**config.mk**
```make
export PLATFORM = sky130hd
export DESIGN_NAME = video_sync_modal
export DESIGN_NICKNAME = d
export VERILOG_FILES = /design/src/rtl/video_pkg.sv /design/src/rtl/video_pixel_enable.sv /design/src/rtl/video_sync_modal.sv
export SDC_FILE = /design/constraint.sdc
export NUM_CORES = 1
export LEC_CHECK = 0
export CORE_MARGIN = 2
export CORE_UTILIZATION = 47
export DETAILED_ROUTE_END_ITERATION = 12
export PLACE_DENSITY = 0.83
export SYNTH_ARGS = -nofsm -noshare
export SYNTH_HDL_FRONTEND = slang
export SYNTH_SLANG_ARGS = --single-unit
```
**constraint.sdc**
```tcl
create_clock -name clk -period 2.74 [get_ports clk]
set_input_delay 0.411 -clock clk [delete_from_list [all_inputs] [get_ports clk]]
set_output_delay 0.411 -clock clk [all_outputs]
set_load 0.02 [all_outputs]
```
**src/rtl/video_pkg.sv**
```systemverilog
// Shared types for the multi-mode video timing generator:
// mode descriptors, pixel word and a per-mode timing sanity check.
package video_pkg;

    localparam int COORD_W = 12;

    typedef logic [COORD_W-1:0] coord_t;
    typedef logic [23:0]        rgb_t;

    typedef struct packed {
        coord_t visible_w;
        coord_t visible_h;
        coord_t total_w;
        coord_t total_h;
        coord_t div;
    } mode_t;

    function automatic bit mode_ok(mode_t m, int x_pre, int y_pre, int hs_col);
        int vw, vh, tw, th;
        vw = int'(m.visible_w);
        vh = int'(m.visible_h);
        tw = int'(m.total_w);
        th = int'(m.total_h);
        return (tw >= vw + 2 + x_pre) && (th >= vh + 2 + y_pre) &&
               (tw - vw - x_pre > hs_col) && (m.div != '0) &&
               (vw > 0) && (vh > 0);
    endfunction

endpackage

```
**src/rtl/video_pixel_enable.sv**
```systemverilog
// Clock-per-pixel divider; the first clock after reset is a settle cycle
// so no sync pulse can appear while the design is still held in reset.
module video_pixel_enable #(
    parameter int W = 12
) (
    input  logic         clk,
    input  logic         reset,
    input  logic         restart,
    input  logic [W-1:0] div,
    output logic         pix_en
);

    logic         run;
    logic [W-1:0] div_cnt;

    assign pix_en = run && (div_cnt == div - W'(1));

    always_ff @(posedge clk or posedge reset) begin
        if (reset) begin
            run     <= 1'b0;
            div_cnt <= '0;
        end else begin
            run <= 1'b1;
            if (restart || pix_en)
                div_cnt <= '0;
            else if (run)
                div_cnt <= div_cnt + W'(1);
        end
    end

endmodule

```
**src/rtl/video_sync_modal.sv**
```systemverilog
// Multi-mode video timing generator; mode switches only take effect
// at the last pixel of a frame so downstream never sees a torn frame.
module video_sync_modal
    import video_pkg::*;
#(
    parameter int    NUM_MODES = 2,
    parameter mode_t MODES [NUM_MODES] = '{
        '{12'd4, 12'd3, 12'd10, 12'd6, 12'd1},
        '{12'd6, 12'd4, 12'd12, 12'd8, 12'd2}},
    parameter int    X_PRE   = 0,
    parameter int    Y_PRE   = 0,
    parameter int    HS_COL  = 4,
    parameter int    COORD_W = 12,
    // mode_sel is one bit wider than an index so out-of-range requests are expressible
    localparam int   SEL_W   = $clog2(NUM_MODES + 1),
    localparam int   AM_W    = (NUM_MODES > 1) ? $clog2(NUM_MODES) : 1
) (
    input  logic               clk,
    input  logic               reset,
    input  logic               mode_req,
    input  logic [SEL_W-1:0]   mode_sel,
    output logic               mode_ack,
    output logic               mode_err,
    output logic [AM_W-1:0]    active_mode,
    output logic               vs,
    output logic               hs,
    output logic               de,
    output logic               skip,
    output logic [23:0]        rgb,
    output logic               line_start,
    output logic [COORD_W-1:0] x_index,
    output logic               x_index_valid,
    output logic [COORD_W-1:0] y_index,
    output logic               y_index_valid,
    input  logic [23:0]        rgb_in
);

    if (COORD_W != video_pkg::COORD_W) begin : g_bad_w
        $error("video_sync_modal: COORD_W must match video_pkg::COORD_W");
    end

    for (genvar i = 0; i < NUM_MODES; i++) begin : g_chk
        if (!mode_ok(MODES[i], X_PRE, Y_PRE, HS_COL)) begin : g_bad
            $error("video_sync_modal: mode %0d has invalid timing", i);
        end
    end

    mode_t             cur;
    coord_t            row, col;
    coord_t            de_col, de_row, x_lo, x_hi, y_lo, y_hi;
    logic              pix_en, bnd, apply, req_bad;
    logic              pend_v;
    logic [AM_W-1:0]   pend;

    assign cur = MODES[active_mode];

    video_pixel_enable #(.W(COORD_W)) u_pix_en (
        .clk     (clk),
        .reset   (reset),
        .restart (apply),
        .div     (cur.div),
        .pix_en  (pix_en)
    );

    assign bnd     = pix_en && (row == cur.total_h - 1'b1)
                            && (col == cur.total_w - 1'b1);
    assign apply   = bnd && pend_v;
    assign req_bad = mode_req && (mode_sel >= SEL_W'(NUM_MODES));

    always_ff @(posedge clk or posedge reset) begin
        if (reset) begin
            row         <= '0;
            col         <= '0;
            active_mode <= '0;
            pend        <= '0;
            pend_v      <= 1'b0;
            mode_ack    <= 1'b0;
            mode_err    <= 1'b0;
        end else begin
            mode_ack <= apply;
            mode_err <= req_bad;
            if (pix_en) begin
                if (col == cur.total_w - 1'b1) begin
                    col <= '0;
                    row <= (row == cur.total_h - 1'b1) ? '0 : row + 1'b1;
                end else begin
                    col <= col + 1'b1;
                end
            end
            if (apply) begin
                active_mode <= pend;
                pend_v      <= 1'b0;
                row         <= '0;
                col         <= '0;
            end
            // a request on the boundary cycle lands here and waits a frame
            if (mode_req && !req_bad) begin
                pend   <= AM_W'(mode_sel);
                pend_v <= 1'b1;
            end
        end
    end

    assign de_col = cur.total_w - cur.visible_w;
    assign de_row = cur.total_h - cur.visible_h;
    assign x_lo   = de_col - coord_t'(X_PRE);
    assign x_hi   = cur.total_w - 1'b1 - coord_t'(X_PRE);
    assign y_lo   = de_row - coord_t'(Y_PRE);
    assign y_hi   = cur.total_h - 1'b1 - coord_t'(Y_PRE);

    assign de            = (row >= de_row) && (col >= de_col);
    assign skip          = de && !pix_en;
    assign rgb           = de ? rgb_in : '0;
    assign vs            = pix_en && (row == '0) && (col == '0);
    assign hs            = pix_en && (col == coord_t'(HS_COL));
    assign line_start    = pix_en && (col == '0);
    assign x_index_valid = (col >= x_lo) && (col <= x_hi);
    assign y_index_valid = (row >= y_lo) && (row <= y_hi);
    assign x_index       = x_index_valid ? col - x_lo : '0;
    assign y_index       = y_index_valid ? row - y_lo : '0;

endmodule

```
After elaboration in Yosys (flattened, before gate mapping)
Index checks and enable logic that the tools add are counted.
{"block": "word_totals", "out_inout_bits": 58, "latch_bits": 0, "inputBits": 29, "regBits": 42, "n_memories": 0, "ramBits": 0, "rom_bits": 0}
{"block": "op_classes", "n_eq_ne": 4, "shift": 0, "n_reduce_logical": 24, "div_mod_pow": 0, "multipliers": 0, "addsub": 10, "bitwise_logic": 1, "muxes": 17, "order_cmp": 6}
{"operator": "12-bit 2-to-1 mux", "count": 11}
{"operator": "60-bit 2-to-1 mux", "count": 2}
{"operator": "50-bit 2-to-1 mux", "count": 1}
{"operator": "12-bit subtractor", "count": 4}
{"operator": "12-bit by 1-bit adder with 12-bit output, second input constant", "count": 3}
{"operator": "12-bit == test", "count": 3}
{"operator": "12-bit by 1-bit subtractor with 12-bit output, second input constant", "count": 3}
{"operator": "12-bit greater-or-equal comparator", "count": 2}
{"operator": "12-bit <= comparator", "count": 2}
{"operator": "12-bit zero test", "count": 2}
{"operator": "24-bit 2-to-1 mux", "count": 1}
{"operator": "1-bit logical AND", "count": 14}
{"operator": "12-bit by 3-bit == test with 1-bit output, second input constant", "count": 1}
{"operator": "2-bit nonzero test", "count": 4}
{"operator": "2-bit greater-or-equal comparator, second input constant", "count": 2}
{"operator": "1-bit zero test", "count": 2}
{"operator": "1-bit 2-to-1 mux", "count": 2}
{"operator": "1-bit inverter with 2-bit output", "count": 1}
{"operator": "2-bit AND reduction", "count": 1}
{"operator": "1-bit logical OR", "count": 1}

Depth between registers and ports, before layout
Gate-level depths: netlist of the first run.
{"block": "logic_depth", "ltp_word": 12, "depth_mapped": 8}

Modules after synthesis
From an unflattened synthesis of the first run, not the netlist that was laid out.
{"block": "unflattened", "cells_unflattened": 393, "area_unflattened_um2": 3463.3}
{"module": "video_sync_modal", "seq_area_each_um2": 725.7, "cells_per_inst": 272, "area_each_um2": 2342.2, "n_inst": 1}
{"module": "video_pixel_enable", "seq_area_each_um2": 325.3, "cells_per_inst": 121, "area_each_um2": 1121.1, "n_inst": 1}

Worst setup path after synthesis of the first run
OpenSTA, ideal clock, no wires.
{"block": "synth_timing", "path_type": "reg-to-output", "from": "register active_mode", "to": "output y_index[7]", "slack_ns": 0.030, "path_stages_with_launch": 9, "n_path_buf": 1, "arrival_time_ns": 2.299, "path_cell_list": "dfrtp_1 inv_1 ha_1 inv_1 fa_1 o21ai_0 a2111o_1 clkbuf_1 a21oi_1"}
{"block": "synth_between", "elab_chain_len": 8}
{"item": "from (decl)", "line": "video_sync_modal.sv:24", "rtl": "output logic [AM_W-1:0] active_mode,"}
{"item": "from (signal assigned)", "line": "video_sync_modal.sv:91", "rtl": "active_mode <= pend;"}
{"item": "1-bit inverter with 2-bit output (implied by the code) (*)", "line": "video_sync_modal.sv:55", "rtl": "assign cur = MODES[active_mode];"}
{"item": "50-bit 2-to-1 mux (implied by the code) (*)", "line": "video_sync_modal.sv:55"}
{"item": "60-bit 2-to-1 mux (implied by the code) (*) (2 in a row)", "line": "video_sync_modal.sv:55"}
{"item": "12-bit subtractor / 12-bit by 1-bit subtractor with 12-bit output (equally long branches)", "line": "video_sync_modal.sv:105, video_sync_modal.sv:109"}
{"item": "12-bit greater-or-equal comparator / 12-bit <= comparator (equally long branches)", "line": "video_sync_modal.sv:118", "rtl": "assign y_index_valid = (row >= y_lo) && (row <= y_hi);"}
{"item": "1-bit logical AND", "line": "video_sync_modal.sv:118"}
{"item": "12-bit 2-to-1 mux (*)", "line": "video_sync_modal.sv:120", "rtl": "assign y_index = y_index_valid ? row - y_lo : '0;"}
{"item": "to (decl)", "line": "video_sync_modal.sv:33", "rtl": "output logic [COORD_W-1:0] y_index,"}
Mark *: on every way between the ends. The rest lies on a longest branch, timed or not. The select of a mux whose other input is x is not followed.

Worst setup path after layout of the first run
{"block": "layout_timing", "from": "register active_mode", "to": "output y_index[5]"}
The elaborated chain is that of the path after synthesis.

==> flow_summary.ini, run 1 <==
[run_status]
outcome = finished with violations
violations = negative setup slack

[clock_network]
root_buffer = clkbuf_8
cts_buffer_depth = 2
cts_tree = done
cts.sinks = 42
cts_buffers = 5
htreeDepth = 2
clkLatencyLatePin_ps = 300
clkTransAtPathRegs_ps = 90

[sta]
rsz0062_at_grt = true
timing.final.ws_setup_ps = -35.7
fin_crit_ps = 2780
finalSetupViolations = 2
period_share_pct = 101
final_max_slew_viol_count = 0
holdWs_ps = 478
hold_violations = 0
clock_skew_ps = 12.0
tns_ps = -45.5
tightest_slew_ps = 521
fmax_mhz = 360
slew_headroom_pct = 65.3

[place]
dp_hpwl_mm = 5.70
pre_cts_slack_ps = -170
io_buffers = 86
post_dp_cell_area_um2 = 3950
place.gp.congestion = 0.827

[min_path]
hp-start = u_pix_en.div_cnt[11]
min_path_type = register to register
whs_path_depth = 1

[route]
ant_nets = 0
route.detailed.drc = 0
via_per_inst = 5.43
vias = 2739
wl_mm = 7.99
first_iter_violations = 162
drt_first_pass_iters = 4
post_drt_wl_per_cell_um = 15.8

[yosys]
ys_seq_area_share_pct = 38.3
synth_area_leaders = dfrtp_1 38%, and2_1 7.1%, xnor2_1 7.0%
async_flop_share_pct = 100
syn_area_um2 = 2740
synth.most_common_cell = dfrtp_1
yosysTopAreaCell = dfrtp_1
yosysUniqueCellTypes = 47
synthFlopType = dfrtp_1
yosysTopAreaCellShare_pct = 38.3
synth-seq-cells = 42
yosys_warnings = 0
synth_edf_count = 0
syn_inst = 303
yosys-top-cells-count = 42 x dfrtp_1, 31 x and2_1, 26 x nor2_1
syn-mean-instance-area_um2 = 9.05
postSynthNetCount = 345

[floorplanning]
start_util_pct = 49.2
die_w_um = 80.4
dieHeight_um = 80.4
io_pins = 87
placementRows = 27
dieArea_um2 = 6460
core_area_um2 = 5570

[finish]
nFillCells = 423
num-nets-final = 473
diodes = 0
syn2layout_area_growth_pct = 48.7
drive_gt1_share_pct = 33.1
design_area_um2 = 4080

[power]
p_switching_mw = 0.896
p_int_mw = 1.30
p_sw_share_pct = 40.8
power.leakage_nw = 2.07
clockPowerShare_pct = 18.3
fin_total_pwr_mw = 2.20
p_per_area_nw_per_um2 = 539
vdd_drop_max_mv = 0.475
pwr-share-seq_pct = 35.5
p_comb_share_pct = 46.2

[grt]
overflow = 0
grt_first_pass_wirelength_mm = 12.7
antenna_found_initial = 0
first_global_vias = 2724
grt_usage_pct = 25.0
grt_max_degree = 43

[critical_path]
path_delay_family = compound AO/OA/AOI/OAI gates
crit_start = active_mode
crit_chain = inv_2 -> buf_6 -> ha_4 -> nor2b_4 -> o21ai_4 -> a2111o_1 -> buf_6 -> a21oi_2 -> buf_4
arrival_ps = 2360
worst_setup_path_end_kind = primary output
worstPathRequired_ps = 2330
critPathMaxFanout = 6
start_kind = register
r2r_cells = 8
max_stage_delay_ps = 530
path_buf_inv = 4
r2r_start = active_mode
crit_path_top_delay_cell = a2111o_1
crit_cells = 9
path_class = register to primary output
cp_common_cell = buf_6

[job]
drv_cap = 0
[per-stage QoR]
| step | util (%) | cells |
|---|---|---|
| after floorplan | - | 303 |
| after global placement | 70.8 | 489 |
| after detailed placement | 70.8 | 489 |
| after CTS | 72.9 | 503 |
| after global routing | 73.2 | 504 |
| final | 73.2 | 504 |
[cells in the final DEF (no fill, tap or decap), drive strengths merged, types with 2 or more instances in the layout]
cell           Yosys  final
a211o              2      2
a21o               2      2
a21oi              8      8
and2              31     31
and3               4      4
and4               3      3
and4b              3      3
buf                4     86
clkbuf            11     20
clkdlybuf4s50      0     31
clkinv             0      2
dfrtp             42     42
dlygate4sd2        0      2
ha                12     12
inv               16     16
mux2               2      2
mux2i              3      3
nand2             13     13
nand2b             2      2
nand3             20     20
nand4             15     15
nor2              26     26
nor2b              3      3
nor3               6      6
nor4              12     12
o211a              2      2
o21ai             10     10
o31ai              3      3
or2                2      2
or3                2      2
or4                2      2
xnor2             22     22
xor2               9      9
[timing repair]
action | 4_1_cts | 5_1_grt
hold buffers | 0 | 0
setup endpoints to repair | 55 | 54
gates cloned | 2 | 1
setup buffers | 4 | 2
resized for setup | 171 | 88
pin swaps | 4 | 7
[worst paths after layout]
kind | slack (ps) | endpoint
setup / recovery | -40 | y_index[5]
hold / removal | 480 | u_pix_en.div_cnt[11]
setup reg to reg | 530 | row[8]
hold reg to reg | 480 | u_pix_en.div_cnt[11]
max in group asynchronous | 1840 | col[0]
min in group asynchronous | 530 | u_pix_en.div_cnt[6]
[flip-flops by register name (all words and copies together), names as in the netlist]
register,flops
active_mode,1
mode_ack,1
col,12
row,12
u_pix_en.div_cnt,12
mode_err,1
u_pix_en.run,1
pend,1
pend_v,1
[power groups by stage]
stage          sequential (mW)  combinational [mW]  clock [mW]
2_1_floorplan            0.782               0.570           0
3_3_place_gp             0.781                1.01           0
3_5_place_dp             0.788                1.04           0
4_1_cts                  0.776                1.00       0.406
5_1_grt                  0.791                1.12       0.439
6_report                 0.780                1.01       0.403
[metal layers]
layer	global-route usage (%)	wire length [um]	vias up
li1	-	-	1316
met1	29.2	3180	1331
met2	46.4	4370	78
met3	4.94	319	14
met4	6.10	123	0
met5	0	0	-
[final cells by class]
cell class                      count  area, um2  share of cell area (%)
Inverter                           16       60.1                    1.47
Clock inverter                      3       21.3                   0.522
Timing Repair Buffer              136       1050                    25.8
Sequential cell                    42       1050                    25.8
Multi-Input combinational cell    230       1730                    42.5
Clock buffer                        5       68.8                    1.69
Tap cell                           72       90.1                    2.21
[cell families after synthesis]
kind of cell             synth area share, %
AO/OA/AOI/OAI                           8.08
adder cells (fa/ha/maj)                 6.21
AND/OR/NAND/NOR                         30.7
multiplexers                            2.05
XOR/XNOR                                9.90
flip-flops                              38.3
other                                  0.137
buffers and inverters                   4.61
Power figures use the tool's default switching activity.
==> run 2, diff against run 1 <==
--- a/config.mk
+++ b/config.mk
@@ -6,9 +6,10 @@
 export NUM_CORES = 1
 export LEC_CHECK = 0
 export CORE_MARGIN = 2
-export CORE_UTILIZATION = 47
+export CORE_UTILIZATION = 50
 export DETAILED_ROUTE_END_ITERATION = 12
 export PLACE_DENSITY = 0.83
 export SYNTH_ARGS = -nofsm -noshare
 export SYNTH_HDL_FRONTEND = slang
+export SYNTH_HIERARCHICAL = 1
 export SYNTH_SLANG_ARGS = --single-unit
==> constraint.sdc (replaced) <==
create_clock -name clk -period 3.5 [get_ports clk]
set_input_delay 0.525 -clock clk [delete_from_list [all_inputs] [get_ports clk]]
set_output_delay 0.525 -clock clk [all_outputs]
set_load 0.02 [all_outputs]
==> flow_summary.ini, run 2 <==
[place]
dp_cells = 585
io_buffers = 86
post_dp_cell_area_um2 = 4520
dp_hpwl_mm = 6.61
place.gp.congestion = 0.849

[min_path]
hp-start = pend_v
min_path_type = register to register

[finish]
finalNonFillerCells = 593
syn2layout_area_growth_pct = 35.7
design_area_um2 = 4700
reg_top3 = col: 12 flops, row: 12 flops, u_pix_en/div_cnt: 12 flops
num-nets-final = 555
final_cell_mix = 45 x clkdlybuf4s50_1, 42 x dfrtp_1, 40 x nor2_1, 40 x conb_1, 36 x dlymetal6s2s_1
final_common_cell = clkdlybuf4s50_1
nFillCells = 522
diodes = 0
drive_gt1_share_pct = 8.97

[critical_path]
start_kind = register
crit_end = hs
path_class = register to primary output
crit_start = active_mode
worstPathRequired_ps = 2970
reg2reg_slack_ps = 220
r2r_start = active_mode
critPathMaxFanout = 5
arrival_ps = 2780
r2r_cells = 13
worst_setup_path_end_kind = primary output
r2r_end = row[3]

[power]
power.leakage_nw = 2.39
p_per_area_nw_per_um2 = 303
clockPowerShare_pct = 22.2
p_switching_mw = 0.498
p_comb_share_pct = 31.2
vdd_drop_max_mv = 0.264
pwr-share-seq_pct = 46.6
p_int_mw = 0.928
p_sw_share_pct = 34.9

[grt]
gr-usage-met1_pct = 31.0
grt_usage_pct = 22.5
antenna_found_initial = 0
busiest_layer = met2
use_met2_pct = 37.3
first_global_vias = 2961
grt_first_pass_wirelength_mm = 13.9
overflow = 0
use_met3_pct = 3.22
grt_max_degree = 30

[floorplanning]
die_w_um = 87.2
io_pins = 87
dieArea_um2 = 7610
core_area_um2 = 6760
start_util_pct = 51.3
dieHeight_um = 87.2
placementRows = 30

[clock_network]
clkTransAtPathRegs_ps = 80
htreeDepth = 2
clkLatencyLatePin_ps = 300
root_buffer = clkbuf_8
cts.sinks = 42
cts_buffers = 5
cts_buffer_depth = 2
cts_tree = done

[sta]
fmax_mhz = 303
slew_headroom_pct = 27.1
tightest_slew_ps = 1090
hold_violations = 0
period_share_pct = 94.4
clock_skew_ps = 11.6
fin_crit_ps = 3310
final_max_slew_viol_count = 0
finalSetupViolations = 0

[yosys]
ys_seq_area_share_pct = 30.3
async_flop_share_pct = 100
yosysUniqueCellTypes = 66
yosys-top-cells-count = 42 x dfrtp_1, 40 x nor2_1, 34 x xnor2_1
yosysTopAreaCell = dfrtp_1
syn_inst = 393
synth.most_common_cell = dfrtp_1
yosysTopAreaCellShare_pct = 30.3
synth_area_leaders = dfrtp_1 30%, xnor2_1 8.6%, nor3b_1 5.4%
synth-seq-cells = 42
syn_area_um2 = 3460
syn-mean-instance-area_um2 = 8.81
yosys_warnings = 6
synthFlopType = dfrtp_1
synth_edf_count = 0

[run_status]
outcome = complete, no violations

[route]
route.detailed.drc = 0
first_iter_violations = 132
ant_nets = 0
wl_mm = 8.71
post_drt_wl_per_cell_um = 14.7
drt_first_pass_iters = 4
via_per_inst = 5.41
vias = 3210

[job]
drv_cap = 0
==> run 2: logic make-up after synthesis <==
kind of cell / share of synthesized area, %
buf+inv: 6.72
mux: 1.52
xor+xnor: 12.1
simple gates: 31.3
fa+ha+maj: 5.27
flops: 30.3
compound gates: 12.5
other cells: 0.217
==> run 2: layer usage <==
layer | vias to the layer above | share of wire [%]
met4 | 0 | 1.3
met1 | 1542 | 45
met2 | 60 | 51
li1 | 1596 | -
met3 | 12 | 3.1
met5 | - | 0
==> run 2: repair_timing <==
action / CTS / global route
endpoints found under the hold margin: 0 / 0
resized for setup: 6 / 44
buffers inserted: 0 / 0
setup endpoints to repair: 6 / 41
hold buffers: 0 / 0
==> run 2: layout make-up <==
type | count | area, um2 | share of cell area [%]
Clock buffer | 5 | 68.8 | 1.46
Timing Repair Buffer | 100 | 1050 | 22.3
Sequential cell | 42 | 1050 | 22.4
Multi-Input combinational cell | 343 | 2340 | 49.7
Tap cell | 80 | 100 | 2.13
Clock inverter | 3 | 21.3 | 0.453
Inverter | 20 | 75.1 | 1.60
==> run 2: stage by stage <==
step / TNS [ps] / power [mW] / hold slack (ps) / worst slack (ps) / utilization (%)
after floorplan: 0 / 0.981 / 402 / 30.6 / -
after global placement: 0 / 1.09 / 453 / 180 / 66.9
after detailed placement: 0 / 1.11 / 465 / 92.1 / 66.9
after CTS: 0 / 1.43 / 483 / 22.8 / 68.2
after global routing: -16.5 / 1.52 / 512 / -9.96 / 69.6
final: 0 / 1.43 / 480 / 194 / 69.6
==> run 2: how the worst min path moves through the flow <==
stage | slack (ps) | cells past startpoint | endpoint
floorplan | 400 | 1 | u_pix_en/div_cnt[0]
global placement | 450 | 1 | pend_v
detailed placement | 460 | 1 | pend_v
CTS | 480 | 1 | pend_v
global route | 510 | 1 | pend_v
finish | 480 | 1 | pend_v
==> run 2: critical path: stages, from the launching register on <==
cell and delay (ps):
dfrtp_1 440, inv_2 80, inv_1 40, ha_1 240, nor2b_2 190, and3_1 200, xnor2_1 170, nor4_4 290
and3_1 240, nand3_1 140, nor2_1 120, dlygate4sd2_1 340
==> run 2: power by group through the flow <==
stage,Combinational (mW),Clock [mW],Sequential (mW)
4_1_cts,0.445,0.326,0.661
5_1_grt,0.489,0.351,0.677
6_report,0.445,0.317,0.664
3_3_place_gp,0.430,0,0.664
3_5_place_dp,0.441,0,0.670
2_1_floorplan,0.360,0,0.621
